$ cat config.mk
export PLATFORM = sky130hd
export DESIGN_NAME = tune_sequencer
export DESIGN_NICKNAME = d
export VERILOG_FILES = /design/src/rtl/tune_pkg.sv /design/src/rtl/tone_gen.sv /design/src/rtl/tune_sequencer.sv
export SDC_FILE = /design/constraint.sdc
export NUM_CORES = 1
export LEC_CHECK = 0
export ABC_AREA = 1
export BUFFER_PORTS_ARGS = -buffer_cell sky130_fd_sc_hd__buf_2
export CORE_AREA = 2 2 86 88
export DETAILED_ROUTE_END_ITERATION = 10
export DIE_AREA = 0 0 88 90
export PLACE_DENSITY = 0.83
export SKIP_CTS_REPAIR_TIMING = 1
export SYNTH_ARGS = -nofsm -noshare
export SYNTH_HDL_FRONTEND = slang
export SYNTH_SLANG_ARGS = --single-unit
$ cat constraint.sdc
create_clock -name clk -period 5 [get_ports clk]
set_clock_uncertainty 0.15 [all_clocks]
set_input_delay 1 -clock clk [delete_from_list [all_inputs] [get_ports clk]]
set_output_delay 1 -clock clk [all_outputs]
set_load 0.05 [all_outputs]
$ cat src/rtl/tune_pkg.sv
// Shared types and constants for the tune sequencer: FSM states, note-word layout, marker values.
package tune_pkg;

    typedef enum logic [2:0] {
        IDLE,
        FETCH,
        LOAD,
        PLAY,
        GAP
    } state_t;

    // Note word is {period, duration}: duration in the low bits, period directly above it.
    localparam int DUR_LSB = 0;

    localparam int REST_PERIOD  = 0;
    localparam int END_DURATION = 0;

    function automatic int period_lsb(input int dur_w);
        return DUR_LSB + dur_w;
    endfunction

endpackage

$ cat src/rtl/tone_gen.sv
// Square-wave generator: toggles tone every `period` clocks while enabled; period 0 is a rest.
module tone_gen
    import tune_pkg::*;
#(
    parameter int PERIOD_W = 18
) (
    input  logic                clk,
    input  logic                rst,
    input  logic                en,
    input  logic [PERIOD_W-1:0] period,
    output logic                tone
);

    logic [PERIOD_W-1:0] cnt;
    logic                tone_q;

    always_ff @(posedge clk) begin
        if (rst || !en || period == PERIOD_W'(REST_PERIOD)) begin
            cnt    <= '0;
            tone_q <= 1'b0;
        end else if (cnt == period - PERIOD_W'(1)) begin
            cnt    <= '0;
            tone_q <= ~tone_q;
        end else begin
            cnt <= cnt + PERIOD_W'(1);
        end
    end

    // Gate with en so the pin drops the same cycle the sequencer leaves PLAY.
    assign tone = tone_q & en;

endmodule

$ cat src/rtl/tune_sequencer.sv
// Steps through a registered note ROM and plays each {period, duration} word on the tone pin.
// Build option TUNE_GAP_EN inserts a one-tick silent GAP after every note.
//
// state | meaning
// IDLE  | waiting for start, outputs quiet
// FETCH | note_addr presented to the ROM
// LOAD  | ROM word valid; latch period, end marker check
// PLAY  | tone running for duration ticks
// GAP   | one tick of silence between notes (TUNE_GAP_EN only)
module tune_sequencer
    import tune_pkg::*;
#(
    parameter int TICK_DIV = 50000,
    parameter int ADDR_W   = 8,
    parameter int PERIOD_W = 18,
    parameter int DUR_W    = 8
) (
    input  logic                      clk,
    input  logic                      rst,
    input  logic                      start,
    input  logic                      stop,
    output logic [ADDR_W-1:0]         note_addr,
    input  logic [PERIOD_W+DUR_W-1:0] note_data,
    output logic                      tone,
    output logic                      busy,
    output logic                      done
);

    localparam int                 TICK_W     = (TICK_DIV > 1) ? $clog2(TICK_DIV) : 1;
    localparam logic [TICK_W-1:0]  TICK_LAST  = TICK_W'(TICK_DIV - 1);
    localparam logic [ADDR_W-1:0]  ADDR_LAST  = '1;
    localparam int                 PERIOD_LSB = period_lsb(DUR_W);

    state_t              state, state_nxt;
    logic [PERIOD_W-1:0] period_q;
    logic [TICK_W-1:0]   tick_cnt;
    logic [DUR_W-1:0]    dur_cnt;
    logic                done_nxt;
    logic                addr_inc;
    logic                note_end;

    logic [DUR_W-1:0]    ld_dur;
    logic [PERIOD_W-1:0] ld_period;
    logic                tick_tc;
    logic                dur_tc;

    assign ld_dur    = note_data[DUR_LSB +: DUR_W];
    assign ld_period = note_data[PERIOD_LSB +: PERIOD_W];
    assign tick_tc   = (tick_cnt == '0);
    assign dur_tc    = (dur_cnt == '0);

    always_ff @(posedge clk) begin
        if (rst) begin
            state <= IDLE;
        end else begin
            state <= state_nxt;
        end
    end

    always_comb begin
        state_nxt = state;
        done_nxt  = 1'b0;
        addr_inc  = 1'b0;
        note_end  = 1'b0;
        case (state)
            IDLE:  if (start) state_nxt = FETCH;
            FETCH: state_nxt = LOAD;
            LOAD: begin
                if (ld_dur == DUR_W'(END_DURATION)) begin
                    state_nxt = IDLE;
                    done_nxt  = 1'b1;
                end else begin
                    state_nxt = PLAY;
                end
            end
            PLAY: begin
                if (tick_tc && dur_tc) begin
`ifdef TUNE_GAP_EN
                    state_nxt = GAP;
`else
                    note_end = 1'b1;
`endif
                end
            end
`ifdef TUNE_GAP_EN
            GAP:   if (tick_tc) note_end = 1'b1;
`endif
            default: state_nxt = IDLE;
        endcase

        // Last address finishes the tune instead of wrapping to word 0.
        if (note_end) begin
            if (note_addr == ADDR_LAST) begin
                state_nxt = IDLE;
                done_nxt  = 1'b1;
            end else begin
                state_nxt = FETCH;
                addr_inc  = 1'b1;
            end
        end

        if (stop) begin
            state_nxt = IDLE;
            done_nxt  = 1'b0;
            addr_inc  = 1'b0;
        end
    end

    always_ff @(posedge clk) begin
        if (rst) begin
            note_addr <= '0;
            period_q  <= '0;
            tick_cnt  <= '0;
            dur_cnt   <= '0;
            done      <= 1'b0;
        end else begin
            done <= done_nxt;

            if (stop || (state == IDLE && start)) begin
                note_addr <= '0;
            end else if (addr_inc) begin
                note_addr <= note_addr + ADDR_W'(1);
            end

            // Timers reload on entry to PLAY/GAP and only count down while nonzero.
            if (state == LOAD) begin
                period_q <= ld_period;
                tick_cnt <= TICK_LAST;
                if (ld_dur != DUR_W'(END_DURATION)) begin
                    dur_cnt <= ld_dur - DUR_W'(1);
                end
            end else if (state == PLAY) begin
                if (tick_tc) begin
                    tick_cnt <= TICK_LAST;
                    if (!dur_tc) begin
                        dur_cnt <= dur_cnt - DUR_W'(1);
                    end
                end else begin
                    tick_cnt <= tick_cnt - TICK_W'(1);
                end
            end else if (state == GAP && !tick_tc) begin
                tick_cnt <= tick_cnt - TICK_W'(1);
            end
        end
    end

    assign busy = (state != IDLE);

    tone_gen #(
        .PERIOD_W (PERIOD_W)
    ) u_tone_gen (
        .clk    (clk),
        .rst    (rst),
        .en     (state == PLAY),
        .period (period_q),
        .tone   (tone)
    );

endmodule

## Word-level counts from Yosys, hierarchy flattened

Index checks and enable logic that the tools add are counted.

- Register bits after elaboration: 73
- Logic and storage cells: 75

- Add/sub/neg operators: 6
- Eq/ne operators: 10
- Muxes and demuxes: 23
- Bitwise logic cells: 2
- Reductions and logical operators: 25

Operator list:

| kind | number |
|---|---|
| 2-to-1 mux 16 bit | 4 |
| 2-to-1 mux 8 bit | 5 |
| adder 18 x 1 -> 18 bit (second input constant) | 1 |
| == test 18 bit | 1 |
| logical NOT 18 bit | 1 |
| subtractor 18 x 1 -> 18 bit (second input constant) | 1 |
| logical NOT 16 bit | 1 |
| logical NOT 8 bit | 2 |
| subtractor 16 x 1 -> 16 bit (second input constant) | 1 |
| subtractor 8 x 1 -> 8 bit (second input constant) | 2 |
| one-hot mux 3 bit (4 select lines) | 1 |
| 2-to-1 mux 1 bit | 10 |
| adder 8 x 1 -> 8 bit (second input constant) | 1 |
| == test 8 bit (second input constant) | 1 |
| nonzero test 8 bit | 1 |
| OR reduction 2 bit | 4 |
| == test 3 x 2 -> 1 bit (second input constant) | 2 |
| 2-to-1 mux 3 bit | 2 |
| nonzero test 2 bit | 3 |
| nonzero test 3 bit | 2 |
| != test 2 x 1 -> 1 bit (second input constant) | 2 |
| AND reduction 4 bit | 1 |
| == test 3 x 1 -> 1 bit (second input constant) | 1 |
| == test 3 bit (second input constant) | 1 |
| 10 further kinds | 15 |

## Logic depth before layout (Yosys ltp)

Gate-level depths: netlist of run 1.

- Depth after elaboration: 6
- Mapped depth: 16
- Depth with buffers taken out: 16

## By module

A second synthesis of run 1 with hierarchy kept.

- Cell total of the unflattened synthesis: 662
- Area, all modules: 4371.7 um^2

Modules (own cells, without submodules):

| module | times used | cells each | area each (um^2) |
|---|---|---|---|
| tune_sequencer | 1 | 384 | 2747.6 |
| tone_gen | 1 | 278 | 1624.1 |

## Worst setup path before layout of run 1

OpenSTA, ideal clock, no wires.

- Kind: register -> output
- Start: reg state[1]
- End: out tone
- Arrival: 1.209 ns
- Required time: 3.850 ns
- Setup slack: 2.641 ns
- Stages on the path, launching flop included: 3
- Buffers on the path: 0
- Cell sequence: dfxtp_1 nand2_1 nor2_1

- Longest elaborated chain between the ends: 2

Ends and longest elaborated chain:

| what | RTL line | text |
|---|---|---|
| start, declared | tune_sequencer.sv:34 | `state_t state, state_nxt;` |
| start signal, assigned | tune_sequencer.sv:56 | `state <= state_nxt;` |
| == test 3 x 2 -> 1 bit | tune_sequencer.sv:154 | `.en (state == PLAY),` |
| bitwise AND 1 bit | tone_gen.sv:30 | `assign tone = tone_q & en;` |
| end, declared | tune_sequencer.sv:24 | `output logic tone,` |

No other way between the ends.

## Worst setup path in the final report of run 1

Same ends and word-level chain as after synthesis.

==> results of run 1 <==
[state kept, by name, summed over array words and instances (netlist names)]
name and cells:
state 2, u_tone_gen.tone_q 1, tick_cnt 16, u_tone_gen.cnt 18, dur_cnt 8, period_q 18, note_addr 8, done 1
[cell usage in the layout, fill, tap and decap left out, types with 4 or more instances in the layout]
master	netlist	routed
nand2_1	126	126
nor2_1	90	90
inv_1	87	87
dfxtp_1	72	72
o21ai_0	41	41
buf_2	2	40
a21oi_1	38	38
nand3_1	28	28
xor2_1	22	22
xnor2_1	15	15
nor2_2	11	11
nand4_1	11	11
clkbuf_8	0	9
nor3_1	6	6
nand2_2	5	5
ha_1	5	5
nand3_2	4	4
[layer usage]
metal | vias up | track usage, % | wire (um) | share of wire, %
li1 | 2008 | - | - | -
met1 | 1777 | 27.3 | 3870 | 43
met2 | 68 | 40.6 | 4510 | 50
met3 | 23 | 7.25 | 346 | 3.9
met4 | 0 | 8.85 | 240 | 2.7
met5 | - | 0 | 0 | 0
[cell type report]
class | count | area, um^2 | share of cell area [%]
multi-input combinational | 437 | 2300 | 49.9
sequential | 72 | 1440 | 31.3
inverter | 89 | 334 | 7.26
timing repair buffer | 41 | 208 | 4.51
clock buffer | 10 | 128 | 2.77
tap | 99 | 124 | 2.69
clock inverter | 6 | 68.8 | 1.50
[worst paths after layout]
kind | start | endpoint | slack [ps] | cells past startpoint
worst min-delay path | u_tone_gen.cnt[0] | u_tone_gen.cnt[0] | 330 | 1
worst min register to register | u_tone_gen.cnt[0] | u_tone_gen.cnt[0] | 330 | 1
worst max register to register | state[1] | dur_cnt[6] | 2180 | 8
worst max-delay path | state[1] | tone | 2140 | 3
[stage by stage]
step	setup WS, ps	area [um^2]	utilization [%]
after global routing	1890	4600	65.5
final	2140	4600	65.5
after detailed placement	2280	4400	62.7
after CTS	2140	4600	65.5
after global placement	2380	4400	62.7
after floorplan	2640	4130	-
[worst max-delay path: cells and delay by family, from the launching register on]
kind | cells | cell delay (ps)
buffers and inverters | 1 | 280
DFF | 1 | 560
and+or+nand+nor | 2 | 500
[where the power goes]
group	leakage [nW]	internal [mW]	switching (mW)
sequential	0.581	0.580	0.00704
combinational	1.49	0.0631	0.105
clock	0.0968	0.233	0.241
[cell families after synthesis]
group                      synth area share (%)
xor gates and xnor gates                   8.40
muxes                                     0.243
adders and majority gates                  1.52
AOI/OAI and AO/OA                          12.0
and+or+nand+nor                            33.5
DFF                                        34.9
buffers and inverters                      9.43
==> metrics.txt, run 1 <==
min Tclk post-route roughly 2900 ps; # diodes 0; initial antenna violation count 0; max cap viols 0; Final Wtd Congestion about 0.89; max incr delay on CP 560 ps; Tot GR Track Use 23.7%; largest cells by area after synthesis dfxtp_1 (35%), nand2_1 (11%), nor2_1 (8.2%), inv_1 (7.9%), o21ai_0 (5.0%); Chip Width 88 um; Die ar. 7920 um^2; Fin Setup TNS 0 ps; nature of the critical path endpoint primary output; post-route insts no fill 754; wire length per cell 11.9 um; drt drc 0; Avg Cell Area, Syn 6.78 um^2; post-route ant nets 0; RSZ-0062 raised after global routing no; initial core utilization between 50 and 60%; CTS Buffer Depth 2; Placed Cells roughly 740; Port-buffer cells 40; worst IR drop on VDD approximately 0.21 mV; crit path DAT ~1700 ps; CTS HTree Levels 3; largest net degree at the start of global routing 34; asr flop ratio synth 0%; top post-synthesis cells by count nand2_1 (126), nor2_1 (90), inv_1 (87); Worst-Margin Slew 817 ps; worst skew pair latency around 370 ps; GR Overflow Total 0; synthesized flop and latch total 72; most frequent cell after synthesis nand2_1; post-DP HPWL 6.73 mm; pwr dens around 270 nW/um^2; share of cells above drive strength 1 13.9%; period utilization 57.2%; CTS sink count 72; crit-path cells nand2_1 > nor2_1 > buf_2; Setup Viol. Count Final 0; # IOs 41; Mapped Nets 644; Synth Instances a little over 600; crit path max fanout 13; TritonCTS clock tree built; Slew headroom 45.5%; vias per cell 5.14; kind of start point of the critical path flop; sequential area share after synthesis 34.9%; Post-layout nets 685; clk slew on worst S/H paths approximately 80 ps; Slowest-stage cell, CP dfxtp_1; Leak 2.16 nW; CTS buffer count 9; Yosys top cell area share 34.9%; CP required 3850 ps; FP Rows 31; Pre-antenna DRT Iters 5; vias in the first global route ~3600; Final Max Slew Viols 0; Root Driver clkbuf_8; Fin. Hold Viols 0; global-route wire length before repair 15.0 mm; Filler cells around 600; Synth Cell Area around 4100 um^2; top_reg_cell synth dfxtp_1; Synth cell types 46; final hold slack about 330 ps; via count 3876; Core ar. roughly 7000 um^2; HP Class reg2reg; Die Height 90 um; Total Wirelength approximately 9.0 mm; FMAX 350 MHz; Worst Setup Path Type reg2out; total power between 1 and 1.5 mW; outcome finished clean; drt first-iter violations roughly 130; EDFF count, synth 0; Yosys warnings 0; area grow syn2layout 11.5%; Synth area leader dfxtp_1
(Power assumes the default switching activity.)
==> run 2, diff against run 1 <==
- CORE_AREA: 2 2 86 88 -> 2 2 91 93
- DIE_AREA: 0 0 88 90 -> 0 0 93 95
- PLACE_DENSITY: 0.83 -> 0.78
- clock period: 5 -> 2.35 ns (I/O delays scaled with it)
==> run 2 against run 1 <==
  * Worst setup slack got worse by 2100 ps
  * Wire length rose by 5.8%
  * Total power rose by 120%
  * Non-clock buffer count rose by 6
  * Sequential power rose by 110%
  * Global-route usage fell by 1.4 points
  * Design area rose by 3.0%
  * Combinational power rose by 120%
  * Clock power rose by 130%
  * Clock-buffer cell count did not move
==> metrics.txt, run 2 (same netlist as run 1, synthesis figures left out) <==
FP Rows 33 (was 31); GRT Max-Usage Layer met2 (unchanged); post-route ant nets 0 (unchanged); area grow syn2layout 14.9% (was 11.5%); GRT met2 Usage 39.2% (was 40.6%); nature of the critical path endpoint primary output (unchanged); share of cells above drive strength 1 15.7% (was 13.9%); outcome finished clean (unchanged); via count 3949 (was 3876); Die ar. 8840 um^2 (was 7920 um^2); Fin Setup TNS 0 ps (unchanged); vias per cell 5.15 (was 5.14); initial core utilization 52.1% (was 58.8%); Chip Width 93 um (was 88 um); Leak 2.21 nW (was 2.16 nW); Placed Cells 750 (was 738); pwr dens 574 nW/um^2 (was 267 nW/um^2); period utilization 96.4%; wire length per cell 12.4 um (was 11.9 um); worst hold endpoint period_q[17] (was u_tone_gen.cnt[0]); GR Overflow Total 0 (unchanged); # IOs 41 (unchanged); Final Max Slew Viols 0 (unchanged); FMAX 442 MHz; vias in the first global route 3637 (was 3619); post-route insts no fill 767 (was 754); Final Wtd Congestion 0.920 (was 0.889); grt met3 use 3.59% (was 7.25%); clk slew on worst S/H paths 90 ps (was 80 ps); Worst Setup Path Type reg2out (unchanged); CTS Buffer Depth 2 (unchanged); Core ar. 7930 um^2 (was 7020 um^2); Layout Utilization 59.8% (was 65.5%); CTS sink count 72 (unchanged); drt drc 0 (unchanged); crit path max fanout 12 (was 13); RR Startpoint period_q[1] (was state[1]); # diodes 0 (unchanged); max cap viols 0 (unchanged); worst skew pair latency 360 ps (was 370 ps); Setup Viol. Count Final 0 (unchanged); largest net degree at the start of global routing 22 (was 34); Root Driver clkbuf_8 (unchanged); drt first-iter violations 237 (was 131); post-DP HPWL 7.18 mm (was 6.73 mm); biggest regs period_q x18, u_tone_gen.cnt x18, tick_cnt x16 (unchanged); global-route wire length before repair 15.8 mm (was 15.0 mm); min-delay src note_data[25] (was u_tone_gen.cnt[0]); CTS HTree Levels 3 (unchanged); TritonCTS clock tree built (unchanged); Post-layout nets 692 (was 685); Slew headroom 72.7% (was 45.5%); Pre-antenna DRT Iters 5 (unchanged); total power 2.72 mW (was 1.23 mW); met1 Resource Use GR 26.5% (was 27.3%); HP Class in2reg (was reg2reg); Die Height 95 um (was 90 um); worst r2r dst u_tone_gen.cnt[7] (was dur_cnt[6]); most frequent cells in the layout nand2_1 (125), inv_1 (87), nor2_1 (87) (was nand2_1 (126), nor2_1 (90), inv_1 (87)); Worst-Margin Slew 407 ps (was 817 ps); Hold Path Cell Cnt 3 (was 1); reg2reg path depth 12 (was 8); RSZ-0062 raised after global routing yes (was no); Filler cells 756 (was 616); CTS buffer count 9 (unchanged); min Tclk post-route around 2300 ps; Port-buffer cells 40 (unchanged); Fin. Hold Viols 0 (unchanged); kind of start point of the critical path flop (unchanged); crit path DAT 1640 ps (was 1710 ps); CP required 1730 ps (was 3850 ps); worst IR drop on VDD 0.433 mV (was 0.213 mV); flop2flop setup slack 160 ps (was 2180 ps); Tot GR Track Use 22.3% (was 23.7%); initial antenna violation count 1 (was 0); Total Wirelength 9.49 mm (was 8.96 mm); leading cell type in the layout, fill and taps excluded nand2_1 (unchanged)
[run 2: changes by cell type in the layout (fill, tap and decap cells not counted), sizes merged]
cell      previous run  this run
buf                 41        47
bufinv               1         2
clkinv               4         2
clkinvlp             1         2
nand2              132       133
[run 2: layout make-up]
class | instances | area [um^2] | share of cell area, %
multi-input combinational | 438 | 2360 | 49.8
sequential | 72 | 1440 | 30.4
inverter | 89 | 334 | 7.05
timing repair buffer | 47 | 253 | 5.33
tap | 105 | 131 | 2.77
clock buffer | 10 | 128 | 2.69
clock inverter | 6 | 92.6 | 1.95
[run 2: worst max path at each step]
stage                               to        start  slack, ps
floorplan           u_tone_gen.cnt[11]  period_q[0]        290
global placement    u_tone_gen.cnt[17]  period_q[1]        190
detailed placement   u_tone_gen.cnt[7]  period_q[1]        160
CTS                               tone     state[1]        110
global route         u_tone_gen.tone_q  period_q[1]        -20
finish                            tone     state[1]         90
[run 2: power by group]
| group | switching, mW | internal, mW | total, mW |
|---|---|---|---|
| combinational | 0.234 | 0.140 | 0.374 |
| sequential | 0.0145 | 1.23 | 1.25 |
| clock | 0.495 | 0.603 | 1.10 |
[run 2: per-stage QoR]
stage	hold WS (ps)	worst slack [ps]	cell area, um^2
after floorplan	280	289	4130
after detailed placement	324	156	4460
final	206	85.1	4740
after global routing	227	-20.3	4740
after CTS	205	105	4680
after global placement	301	194	4460
[run 2: worst max-delay path: stages, from the launching register on]
cell	delay, ps
dfxtp_1	360
buf_4	200
nand2_1	170
buf_4	200
nor2_1	90
buf_2	270
[run 2: layer usage]
layer	share of wire [%]	wire length, um
met4	2.4	232
met1	44	4200
met3	3.8	364
met5	0.18	17
met2	49	4680
==> run 3, diff against run 2 <==
- CORE_AREA: 2 2 91 93 -> 2 2 87 89
- DIE_AREA: 0 0 93 95 -> 0 0 89 91
- PLACE_DENSITY: 0.78 -> 0.81
- clock period: 2.35 -> 2.3 ns (I/O delays scaled with it)
==> run 3 against run 2 <==
  * Core utilization is 7.7 points higher
  * Combinational power is 5.3% higher
  * Highest routed layer is now met4
  * Via count is 0.76% higher
  * Clock-buffer cell count is 3 higher
  * Cell count is 0.39% lower
  * Register-to-register slack worse by 80 ps
  * Clock power is 6% higher
  * Wire length is 3.1% higher
  * Worst setup slack worse by 2.0 ps
  * Largest power group unchanged
  * Total power is 4.6% higher
==> metrics.txt, run 3 (same netlist as run 1, synthesis figures left out) <==
pwr dens 591 nW/um^2 (was 574 nW/um^2); initial core utilization 57.8% (was 52.1%); leading cell type in the layout, fill and taps excluded nand2_1 (unchanged); RR Startpoint u_tone_gen.cnt[0] (was period_q[1]); Final Max Slew Viols 0 (unchanged); Crit. Startpoint u_tone_gen.cnt[0] (was state[1]); area grow syn2layout 16.7% (was 14.9%); HP Class in2reg (unchanged); kind of start point of the critical path flop (unchanged); Reg area 1440 um^2 (about the same); crit-path cells ha_1 > nand3_2 > nor2_2 > nand3_2 > nor3b_2 > nand3_1 > nor2_1 > xor2_1 > inv_1 > nor2_1 (was buf_4 > nand2_1 > buf_4 > nor2_1 > buf_2); vias in the first global route 3763 (was 3637); Leak 2.26 nW (was 2.21 nW); biggest regs period_q x18, u_tone_gen.cnt x18, tick_cnt x16 (unchanged); global-route wire length before repair 16.1 mm (was 15.8 mm); cell area after placement 4460 um^2 (about the same); GR Overflow Total 0 (unchanged); outcome finished clean (unchanged); initial antenna violation count 0 (was 1); min-delay src note_data[20] (was note_data[25]); Total Wirelength 9.78 mm (was 9.49 mm); Slowest-stage cell, CP dfxtp_1 (unchanged); Fin. Hold Viols 0 (unchanged); critical path capture point u_tone_gen.cnt[14] (was tone); Die Height 91 um (was 95 um); Hold Path Cell Cnt 3 (unchanged); CTS HTree Levels 3 (unchanged); Slew headroom 67.6% (was 72.7%); Post-layout nets 696 (was 692); Port-buffer cells 40 (unchanged); CTS buffer count 9 (unchanged); final worst slack 83.1 ps (was 85.1 ps); flop2flop setup slack 80 ps (was 160 ps); Die ar. 8100 um^2 (was 8840 um^2); Root Driver clkbuf_8 (unchanged); Setup Viol. Count Final 0 (unchanged); drt drc 0 (unchanged); wire length per cell 12.8 um (was 12.4 um); post-DP HPWL 6.99 mm (was 7.18 mm); vias per cell 5.21 (was 5.15); crit path max fanout 4 (was 12); period utilization 96.4%; Worst-Margin Slew 474 ps (was 407 ps); reg2reg path depth 10 (was 12); Worst Setup Path Type reg2reg (was reg2out); worst IR drop on VDD 0.430 mV (was 0.433 mV); worst r2r dst u_tone_gen.cnt[14] (was u_tone_gen.cnt[7]); post-route ant nets 0 (unchanged); clk slew on worst S/H paths 70 ps (was 90 ps); RSZ-0062 raised after global routing yes (unchanged); Pre-antenna DRT Iters 5 (unchanged); # IOs 41 (unchanged); Setup WS pre-CTS 80.6 ps (was 156 ps); max cap viols 0 (unchanged); drt first-iter violations 203 (was 237); max incr delay on CP 390 ps (was 360 ps); min Tclk post-route ~2200 ps; FP Rows 31 (was 33); # diodes 0 (unchanged); share of cells above drive strength 1 17.7% (was 15.7%); FMAX approximately 450 MHz; Chip Width 89 um (was 93 um); largest net degree at the start of global routing 20 (was 22); most frequent cells in the layout nand2_1 (123), nor2_1 (86), inv_1 (83) (was nand2_1 (125), inv_1 (87), nor2_1 (87)); Final Wtd Congestion 0.893 (was 0.920); worst skew pair latency 350 ps (was 360 ps); TritonCTS clock tree built (unchanged); area of the multi-input gates 2390 um^2 (was 2360 um^2); Core ar. 7140 um^2 (was 7930 um^2); via count 3979 (was 3949); nature of the critical path endpoint flop (was primary output); post-route cell area 4820 um^2 (was 4740 um^2); CP required 2430 ps (was 1730 ps); Tot GR Track Use 24.9% (was 22.3%); CTS sink count 72 (unchanged); Filler cells 594 (was 756); crit path DAT 2350 ps (was 1640 ps); CTS Buffer Depth 2 (unchanged)
run 3: report_power, final:
| part | internal, mW | total [mW] | switching, mW |
|---|---|---|---|
| Combinational | 0.146 | 0.394 | 0.247 |
| Sequential | 1.26 | 1.28 | 0.0164 |
| Clock | 0.724 | 1.17 | 0.451 |
| Total | 2.13 | 2.85 | 0.715 |
run 3: layout make-up:
cell class | instances | share of cell area [%]
clock inverters | 2 | 1.25
multi-input cells | 438 | 49.7
inverters | 89 | 6.94
flip-flops and latches | 72 | 29.9
repair buffers | 51 | 5.92
clock buffers | 13 | 3.71
well taps | 99 | 2.57
run 3: how the worst min path moves through the flow:
stage	end	slack, ps
2_1_floorplan	u_tone_gen.cnt[0]	280
3_3_place_gp	u_tone_gen.cnt[0]	300
3_5_place_dp	u_tone_gen.cnt[0]	310
4_1_cts	period_q[12]	200
5_1_grt	period_q[12]	220
6_report	period_q[12]	220
run 3: critical path, delay by kind of cell, from the launching register on:
| family | cells | cell delay (ps) |
|---|---|---|
| flops | 1 | 390 |
| buf+inv | 1 | 80 |
| xor+xnor | 1 | 210 |
| fa+ha+maj | 1 | 240 |
| simple gates | 7 | 1080 |
run 3: per-stage QoR:
step	utilization (%)	total power [mW]	TNS [ps]	hold slack [ps]	std cells
floorplan	-	1.58	0	280	609
global placement	62.6	1.67	0	300	746
detailed placement	62.6	1.67	0	314	746
CTS	65.9	2.84	0	205	761
global route	67.5	2.97	-821	218	764
finish	67.5	2.85	0	218	764
run 3: routing by layer:
metal | vias up | share of wire (%) | track usage (%)
li1 | 2042 | - | -
met1 | 1783 | 43 | 30.6
met2 | 126 | 50 | 41.2
met3 | 28 | 4.4 | 4.64
met4 | 0 | 3.0 | 12.1
met5 | - | 0 | 0
